## src/rtl/ps2_key_tracker_pkg.sv

```systemverilog
// Set-2 scan-code constants and FSM state encoding shared by the key tracker.
package ps2_key_tracker_pkg;

    typedef enum logic [2:0] {
        ST_IDLE,
        ST_EXT,
        ST_BRK,
        ST_EXT_BRK,
        ST_SKIP
    } state_e;

    typedef struct packed {
        logic       ext;
        logic [7:0] code;
    } key_t;

    localparam logic [7:0] PS2_BRK   = 8'hF0;
    localparam logic [7:0] PS2_EXT   = 8'hE0;
    localparam logic [7:0] PS2_PAUSE = 8'hE1;
    localparam logic [7:0] LSHIFT    = 8'h12;
    localparam logic [7:0] RSHIFT    = 8'h59;
    localparam int         PAUSE_LEN = 7;

    // Keyboard status/ack bytes that never start a key sequence.
    function automatic logic is_ignored(input logic [7:0] c);
        return c inside {8'hAA, 8'hFA, 8'hFE, 8'hEE, 8'h00, 8'hFF};
    endfunction

endpackage

```

## src/rtl/ps2_scan_ascii.sv

```systemverilog
// Combinational set-2 scan code to ASCII map: letters, digits (unshifted only), space.
module ps2_scan_ascii (
    input  logic [7:0] scan_code_i,
    input  logic       shift_i,
    output logic [7:0] ascii_o
);

    logic [7:0] letter;
    logic [7:0] digit;

    always_comb begin
        letter = 8'h00;
        digit  = 8'h00;
        case (scan_code_i)
            8'h1C: letter = 8'h61; 8'h32: letter = 8'h62; 8'h21: letter = 8'h63;
            8'h23: letter = 8'h64; 8'h24: letter = 8'h65; 8'h2B: letter = 8'h66;
            8'h34: letter = 8'h67; 8'h33: letter = 8'h68; 8'h43: letter = 8'h69;
            8'h3B: letter = 8'h6A; 8'h42: letter = 8'h6B; 8'h4B: letter = 8'h6C;
            8'h3A: letter = 8'h6D; 8'h31: letter = 8'h6E; 8'h44: letter = 8'h6F;
            8'h4D: letter = 8'h70; 8'h15: letter = 8'h71; 8'h2D: letter = 8'h72;
            8'h1B: letter = 8'h73; 8'h2C: letter = 8'h74; 8'h3C: letter = 8'h75;
            8'h2A: letter = 8'h76; 8'h1D: letter = 8'h77; 8'h22: letter = 8'h78;
            8'h35: letter = 8'h79; 8'h1A: letter = 8'h7A;
            8'h45: digit = 8'h30;  8'h16: digit = 8'h31;  8'h1E: digit = 8'h32;
            8'h26: digit = 8'h33;  8'h25: digit = 8'h34;  8'h2E: digit = 8'h35;
            8'h36: digit = 8'h36;  8'h3D: digit = 8'h37;  8'h3E: digit = 8'h38;
            8'h46: digit = 8'h39;
            default: ;
        endcase
    end

    // Lower-case codes differ from upper-case only in bit 5.
    always_comb begin
        ascii_o = 8'h00;
        if (letter != 8'h00)
            ascii_o = shift_i ? (letter & 8'hDF) : letter;
        else if (digit != 8'h00)
            ascii_o = shift_i ? 8'h00 : digit;
        else if (scan_code_i == 8'h29)
            ascii_o = 8'h20;
    end

endmodule

```

## src/rtl/ps2_key_tracker.sv

```systemverilog
// Set-2 decoder tracking up to MAX_KEYS held keys and shift; events/cur_* lag the accepted byte by one cycle.
// Pops the FIFO with a one-cycle registered strobe, so at most one byte every two cycles.
module ps2_key_tracker
    import ps2_key_tracker_pkg::*;
#(
    parameter int MAX_KEYS = 4,
    parameter int CNT_W    = 8
) (
    input  logic                          clk,
    input  logic                          rstn,
    input  logic [7:0]                    ps2_data,
    input  logic                          ps2_ready,
    output logic                          ps2_nextdata_n,
    output logic                          cur_valid,
    output logic                          cur_ext,
    output logic [7:0]                    cur_code,
    output logic [7:0]                    cur_ascii,
    output logic [$clog2(MAX_KEYS+1)-1:0] held_num,
    output logic [CNT_W-1:0]              press_count,
    output logic                          shift,
    output logic                          evt_valid,
    output logic                          evt_make,
    output logic                          evt_repeat,
    output logic                          evt_ext,
    output logic [7:0]                    evt_code,
    output logic                          table_ovf
);

    localparam int HW = $clog2(MAX_KEYS + 1);

    logic             pop_n_q, byte_vld_q, accept;
    logic [7:0]       byte_q;
    state_e           state_q, state_d;
    logic [2:0]       skip_q, skip_d;
    logic             lsh_q, lsh_d, rsh_q, rsh_d;
    key_t             key_q [MAX_KEYS];
    key_t             key_d [MAX_KEYS];
    logic [HW-1:0]    num_q, num_d;
    logic [CNT_W-1:0] cnt_q, cnt_d;
    logic             ovf_q, ovf_d;
    logic             evt_vld_q, evt_vld_d, evt_make_q, evt_make_d;
    logic             evt_rep_q, evt_rep_d, evt_ext_q, evt_ext_d;
    logic [7:0]       evt_code_q, evt_code_d;
    logic             do_make, do_brk, kext, is_lsh, is_rsh, hit_any;
    logic [MAX_KEYS-1:0] hit;
    key_t             top;
    logic [7:0]       rom_ascii;

    assign accept = ps2_ready && pop_n_q;

    always_ff @(posedge clk) begin
        if (!rstn) begin
            pop_n_q    <= 1'b1;
            byte_vld_q <= 1'b0;
            byte_q     <= '0;
            state_q    <= ST_IDLE;
            skip_q     <= '0;
            lsh_q      <= 1'b0;
            rsh_q      <= 1'b0;
            num_q      <= '0;
            cnt_q      <= '0;
            ovf_q      <= 1'b0;
            evt_vld_q  <= 1'b0;
            evt_make_q <= 1'b0;
            evt_rep_q  <= 1'b0;
            evt_ext_q  <= 1'b0;
            evt_code_q <= '0;
            for (int i = 0; i < MAX_KEYS; i++) key_q[i] <= '0;
        end else begin
            pop_n_q    <= !accept;
            byte_vld_q <= accept;
            if (accept) byte_q <= ps2_data;
            state_q    <= state_d;
            skip_q     <= skip_d;
            lsh_q      <= lsh_d;
            rsh_q      <= rsh_d;
            num_q      <= num_d;
            cnt_q      <= cnt_d;
            ovf_q      <= ovf_d;
            evt_vld_q  <= evt_vld_d;
            evt_make_q <= evt_make_d;
            evt_rep_q  <= evt_rep_d;
            evt_ext_q  <= evt_ext_d;
            evt_code_q <= evt_code_d;
            key_q      <= key_d;
        end
    end

    always_comb begin
        state_d = state_q;
        skip_d  = skip_q;
        do_make = 1'b0;
        do_brk  = 1'b0;
        kext    = 1'b0;
        if (byte_vld_q) begin
            state_d = ST_IDLE;
            case (state_q)
                ST_IDLE: begin
                    if (byte_q == PS2_BRK) state_d = ST_BRK;
                    else if (byte_q == PS2_EXT) state_d = ST_EXT;
                    else if (byte_q == PS2_PAUSE) begin
                        state_d = ST_SKIP;
                        skip_d  = 3'(PAUSE_LEN);
                    end else if (!is_ignored(byte_q)) do_make = 1'b1;
                end
                // E0 12 / E0 59 are fake shifts emitted around extended keys.
                ST_EXT: begin
                    if (byte_q == PS2_BRK) state_d = ST_EXT_BRK;
                    else if (byte_q != LSHIFT && byte_q != RSHIFT) begin
                        do_make = 1'b1;
                        kext    = 1'b1;
                    end
                end
                ST_BRK: do_brk = 1'b1;
                ST_EXT_BRK: begin
                    do_brk = 1'b1;
                    kext   = 1'b1;
                end
                ST_SKIP: begin
                    if (skip_q != 3'd1) begin
                        state_d = ST_SKIP;
                        skip_d  = skip_q - 1'b1;
                    end
                end
                default: state_d = ST_IDLE;
            endcase
        end
    end

    always_comb begin
        for (int i = 0; i < MAX_KEYS; i++)
            hit[i] = (HW'(i) < num_q) && (key_q[i] == {kext, byte_q});
    end

    assign hit_any = |hit;
    assign is_lsh  = !kext && (byte_q == LSHIFT);
    assign is_rsh  = !kext && (byte_q == RSHIFT);

    always_comb begin : table_upd
        logic seen;
        seen       = 1'b0;
        key_d      = key_q;
        num_d      = num_q;
        cnt_d      = cnt_q;
        ovf_d      = ovf_q;
        lsh_d      = lsh_q;
        rsh_d      = rsh_q;
        evt_vld_d  = 1'b0;
        evt_make_d = 1'b0;
        evt_rep_d  = 1'b0;
        evt_ext_d  = 1'b0;
        evt_code_d = '0;
        if (do_make) begin
            if (is_lsh) lsh_d = 1'b1;
            else if (is_rsh) rsh_d = 1'b1;
            else if (hit_any) begin
                evt_vld_d  = 1'b1;
                evt_make_d = 1'b1;
                evt_rep_d  = 1'b1;
                evt_ext_d  = kext;
                evt_code_d = byte_q;
            end else if (num_q != HW'(MAX_KEYS)) begin
                for (int i = 0; i < MAX_KEYS; i++)
                    if (HW'(i) == num_q) key_d[i] = {kext, byte_q};
                num_d      = num_q + 1'b1;
                cnt_d      = cnt_q + 1'b1;
                evt_vld_d  = 1'b1;
                evt_make_d = 1'b1;
                evt_ext_d  = kext;
                evt_code_d = byte_q;
            end else ovf_d = 1'b1;
        end else if (do_brk) begin
            if (is_lsh) lsh_d = 1'b0;
            else if (is_rsh) rsh_d = 1'b0;
            else if (hit_any) begin
                // Entries from the released slot upward slide down by one.
                for (int i = 0; i < MAX_KEYS - 1; i++) begin
                    seen = seen | hit[i];
                    if (seen) key_d[i] = key_q[i+1];
                end
                key_d[MAX_KEYS-1] = '0;
                num_d      = num_q - 1'b1;
                evt_vld_d  = 1'b1;
                evt_ext_d  = kext;
                evt_code_d = byte_q;
            end
        end
    end

    always_comb begin
        top = '0;
        for (int i = 0; i < MAX_KEYS; i++)
            if (HW'(i + 1) == num_q) top = key_q[i];
    end

    ps2_scan_ascii u_ascii (
        .scan_code_i (top.code),
        .shift_i     (shift),
        .ascii_o     (rom_ascii)
    );

    assign ps2_nextdata_n = pop_n_q;
    assign cur_valid      = (num_q != '0);
    assign cur_ext        = cur_valid && top.ext;
    assign cur_code       = cur_valid ? top.code : 8'h00;
    assign cur_ascii      = (cur_valid && !top.ext) ? rom_ascii : 8'h00;
    assign held_num       = num_q;
    assign press_count    = cnt_q;
    assign shift          = lsh_q || rsh_q;
    assign evt_valid      = evt_vld_q;
    assign evt_make       = evt_make_q;
    assign evt_repeat     = evt_rep_q;
    assign evt_ext        = evt_ext_q;
    assign evt_code       = evt_code_q;
    assign table_ovf      = ovf_q;

endmodule

```

## config.mk

```make
export PLATFORM = sky130hd
export DESIGN_NAME = ps2_key_tracker
export DESIGN_NICKNAME = d
export VERILOG_FILES = /design/src/rtl/ps2_key_tracker_pkg.sv /design/src/rtl/ps2_scan_ascii.sv /design/src/rtl/ps2_key_tracker.sv
export SDC_FILE = /design/constraint.sdc
export NUM_CORES = 1
export LEC_CHECK = 0
export ABC_AREA = 0
export ABC_CLOCK_PERIOD_IN_PS = 14850
export CORE_MARGIN = 2
export CORE_UTILIZATION = 30
export CTS_BUF_LIST = sky130_fd_sc_hd__clkbuf_2
export CTS_CLUSTER_DIAMETER = 120
export DETAILED_ROUTE_END_ITERATION = 8
export SYNTH_ARGS = -nofsm -noshare
export SYNTH_HDL_FRONTEND = slang
export SYNTH_HIERARCHICAL = 1
export SYNTH_SLANG_ARGS = --single-unit
```

## constraint.sdc

```tcl
create_clock -name clk -period 14.85 [get_ports clk]
set_input_delay 4.455 -clock clk [delete_from_list [all_inputs] [get_ports clk]]
set_output_delay 4.455 -clock clk [all_outputs]
set_load 0.02 [all_outputs]
```

Word-level counts from Yosys, hierarchy flattened --
Cells that the tools add are included. Widths: inputs -> output; s select.
Word-level totals: input port bits 11, output and inout port bits 44, word-level logic and storage cells 248, register bits 78
Operators by class: eq/ne operators 69, bitwise operators 6, mux-type cells 98, reduce and logical (&&, ||, !) cells 44, $add $sub $neg 4, order comparisons 4
Operators with widths (count):
- $mux 36 | 9
- $eq 8x6->1 const B | 23
- $pmux 7 s26 | 1
- $mux 8 | 13
- $mux 9 | 11
- $eq 8x5->1 const B | 8
- $eq 8x7->1 const B | 8
- $eq 8x8->1 const B | 8
- $pmux 6 s10 | 1
- $mux 3 | 17
- $mux 1 | 38
- $eq 9x9->1 | 4
- $reduce_and 8->1 | 3
- $reduce_bool 2->1 | 10
- $mux 6 | 3
- $reduce_bool 8->1 | 2
- $reduce_and 6->1 | 2
- $logic_and 1x1->1 | 10
- $ne 2x2->1 const B | 5
- $reduce_and 5->1 | 2
- $pmux 3 s3 | 1
- $add 8x1->8 const B | 1
- $logic_not 8->1 | 1
- $ne 8x5->1 const B | 1
- other kinds (29) | 43

Longest topological paths before layout --
depth in word-level cells 16, depth in mapped cells 17, depth with buffers taken out 14

By module --
Netlist, hierarchy kept.
Modules (own cells, without submodules):
- ps2_key_tracker | cells each 618, area an instance 4932.2 µm², seq. area each 1561.5 µm², times used 1
- ps2_scan_ascii | cells each 126, area an instance 818.3 µm², seq. area each 0.0 µm², times used 1

Worst setup path after synthesis --
No wires, ideal clock.
kind register to output, start point register num_q[0], in the netlist held_num[0], end point output cur_ascii[5], setup slack 6.703 ns, stages on the path, launching flop included 16, buffers on the path 3, arrival time 3.692 ns, data required time 10.395 ns, path through dfxtp_1 > inv_1 > ha_1 > clkbuf_1 > buf_1 > o211ai_1 > o21ai_0 > o21ai_0 > or2_2 > nor2_2 > a32o_1 > a41o_1 > or4_4 > buf_6 > mux2i_1 > and2_1
RTL lines:
- start: declaration | line ps2_key_tracker.sv:38 | logic [HW-1:0] num_q, num_d;
- start signal: assignment | line ps2_key_tracker.sv:77 | num_q <= num_d;
- end: declaration | line ps2_key_tracker.sv:17 | output logic [7:0] cur_ascii,

==> out/summary.txt <==
Antenna Nets Post-Route: 0
HPWL after detailed placement: 11.83 mm
CP Data Required Time: 10.39 ns
CP Class: reg2out
Post-CTS Setup Bufs: 0
Worst-path clk slew: 0.24 ns
Synth Warn #: 6
Mux cell area share after synthesis: 9.943%
Post-Syn Instances: 744
Syn Nets: 765
Most common cell after layout, fill and taps aside: nand2_1
Max clock buf depth: 2
Post-synthesis cell type count: 83
Worst skew pair latency: 0.59 ns
Tot GR Track Use: 16.88%
DRC: 0
Synth Area in Simple Gates: 28.00%
Nets: 775
VDD IR max: 0.04445 mV
Min-delay worst type: reg2reg
Slew Limit Fails: 0
Initial antenna violation count: 1
Clock Skews: 0.04592 ns
Sink Count: 78
Leak pwr: 2.375 nW
Area growth, synth to finish: 12.16%
Final-report setup violation count: 0
CP Max Fanout: 19
Core Area: 18770 um2
Unrepaired setup endpoints after global routing: false
Cell taking the most area after synthesis: dfxtp_1
GP Congestion: 0.8689
Die area: 20290 um2
Footprint of the multi-input gates: 3747 um2
Setup TNS: 0 ns
First drt pass iteration count: 5
Post-cts sizing count: 0
Ys async rst share: 0%
Post-synth top area share: 27.15%
TritonCTS clock tree: done
Hold-fix buffers, CTS: 0
Most frequent cells in the layout: nand2_1 (114), dfxtp_1 (78), clkdlybuf4s50_1 (52), nor2_1 (39), nand3_1 (39)
Post-Syn Area: 5751 um2
Endpoints failing hold: 0
Row cnt: 50
PortBufs: 53
Total Wirelength: 17.04 mm
Clk root buf: clkbuf_2
Total power: 0.0004227 W
Ys flop type: dfxtp_1
Status: completed
Vias in the first global route: 4995
Seq cells post-synth: 78
Startpoint types: register
Sequential Area: 1562 um2
First-pass GRT wire length: 27.18 mm
Die X: 142.5 um
Maxcap violations: 0
Drt first-iter violations: 408
Routed via count: 5370
Setup crit end kind: output pin
Layout cell share with drive strength beyond 1: 8.827%
Overflow after GRT: 0
Synth Area in Adders: 2.176%
Min Tclk post-route: 9.719 ns
Slew margin rel.: 26.97%
Synth Area in XOR/XNOR: 5.788%
Avg Inst Size Synth: 7.729 um2
Starting Density: 30.64%
Largest net degree at the start of global routing: 80
Register area share after synthesis: 27.15%
Largest family of logic cells by synthesized area: simple AND/OR/NAND/NOR gates
Synth Area in Compound Gates: 19.19%
Worst slew pin tran: 1.084 ns
CTS H-Tree Depth: 3
Routed len/inst: 17.14 um
Worst Path Arrival: 5.26 ns
Crit share post-route: 65.45%
Reg2reg setup slack: 9.79 ns
Fill cells: 2011
Vias/cell: 5.402
Die H: 142.5 um
Boundary Pins: 55
Worst hold slack: 0.4880 ns
Post-synth EDFFs: 0
Most area-consuming cells after synthesis: dfxtp_1 (27%), nand2_1 (7.4%), mux2i_1 (6.6%), nand3_1 (3.4%), mux2_2 (3.3%)
CTS Buf Count: 9
Fmax achieved: 0.1029 GHz
Power Density: 65.53 nW/um2
[logic make-up (layout without fill, tap and decap cells)]
| logic type | Yosys count | count (layout) |
|---|---|---|
| flip-flops | 78 | 78 |
| AND/OR/NAND/NOR | 315 | 315 |
| buffers and inverters | 92 | 107 |
| multiplexers | 55 | 55 |
| XOR/XNOR | 38 | 38 |
| adder cells (fa/ha/maj) | 10 | 10 |
| other | 1 | 2 |
| AO/OA/AOI/OAI | 155 | 155 |
[metal layers]
layer | GRT usage, % | vias to the layer above | share of wire [%] | routed length [um]
li1 | - | 2674 | - | -
met1 | 23.39 | 2484 | 48 | 8173
met2 | 26.16 | 177 | 44 | 7524
met3 | 2.557 | 35 | 5.1 | 873
met4 | 6.879 | 0 | 2.7 | 463
met5 | 0 | - | 0 | 0
[metrics by stage]
step	cells	cell area, um2	setup slack [ns]	util (%)
6_report	994	6450	5.131	34.37
5_1_grt	994	6450	4.595	34.37
4_1_cts	993	6447	5.046	34.35
3_5_place_dp	977	6311	5.750	33.63
3_3_place_gp	977	6311	5.876	33.63
2_1_floorplan	744	5751	6.703	-
[cell usage after synthesis (3+ instances only)]
cell type and instances:
a211oi_1 5, a21oi_1 29, a22oi_1 4, a31oi_1 3, a32oi_1 11, and2_1 18, and3_1 5, buf_1 3
buf_2 14, buf_4 4, buf_6 8, clkbuf_1 35, dfxtp_1 78, ha_1 10, inv_1 24, mux2_2 17
mux2i_1 38, nand2_1 114, nand2b_1 15, nand3_1 39, nand4_1 13, nand4b_1 3, nor2_1 39, nor2b_1 4
nor3_1 17, nor3b_1 4, nor4_1 5, o211ai_1 11, o21a_1 11, o21ai_0 34, o31ai_1 8, o32ai_1 3
or2_2 4, or3_1 6, or4_1 7, or4_4 3, xnor2_1 21, xor2_1 17
[layout make-up]
| type | instances | share of cell area (%) |
|---|---|---|
| well taps | 234 | 4.539 |
| clock inverters | 6 | 1.339 |
| multi-input cells | 574 | 58.10 |
| clock buffers | 10 | 0.7759 |
| flip-flops and latches | 78 | 24.21 |
| inverters | 27 | 1.571 |
| diodes | 1 | 0.03880 |
| repair buffers | 64 | 9.428 |
[report_power, final]
part	switching (W)	leakage [nW]	internal, W
Clock	0.0000791	0.0835	0.0000562
Sequential	0.0000108	0.630	0.000213
Combinational	0.0000395	1.66	0.0000241
[flip-flops by register name, indices dropped and copies added, names as in the netlist, 3 cells and up]
register,flops
evt_code,8
held_num,3
state_q,3
skip_q,3
press_count,8
key_q,36
byte_q,8
[worst paths after layout]
| check | from | to | cells after the start |
|---|---|---|---|
| worst max register to register | byte_q[1] | key_q[26] | 13 |
| worst max-delay path | held_num[0] | cur_ascii[1] | 13 |
| worst min-delay path | press_count[7] | press_count[7] | 2 |
| worst min register to register | press_count[7] | press_count[7] | 2 |
[critical path, cell delays in order, from the launching register on]
cell and delay (ns):
dfxtp_1 0.55, inv_1 0.14, ha_1 0.42, o211ai_1 0.24
o21ai_0 0.10, o21ai_0 0.86, nor2_1 0.32, a41o_1 0.30
a22oi_1 0.22, nand2_1 0.09, or4_4 0.54, mux2i_1 0.16
and2_1 0.13, clkdlybuf4s50_1 0.59
Note: power is estimated with default switching activity, not from simulation.
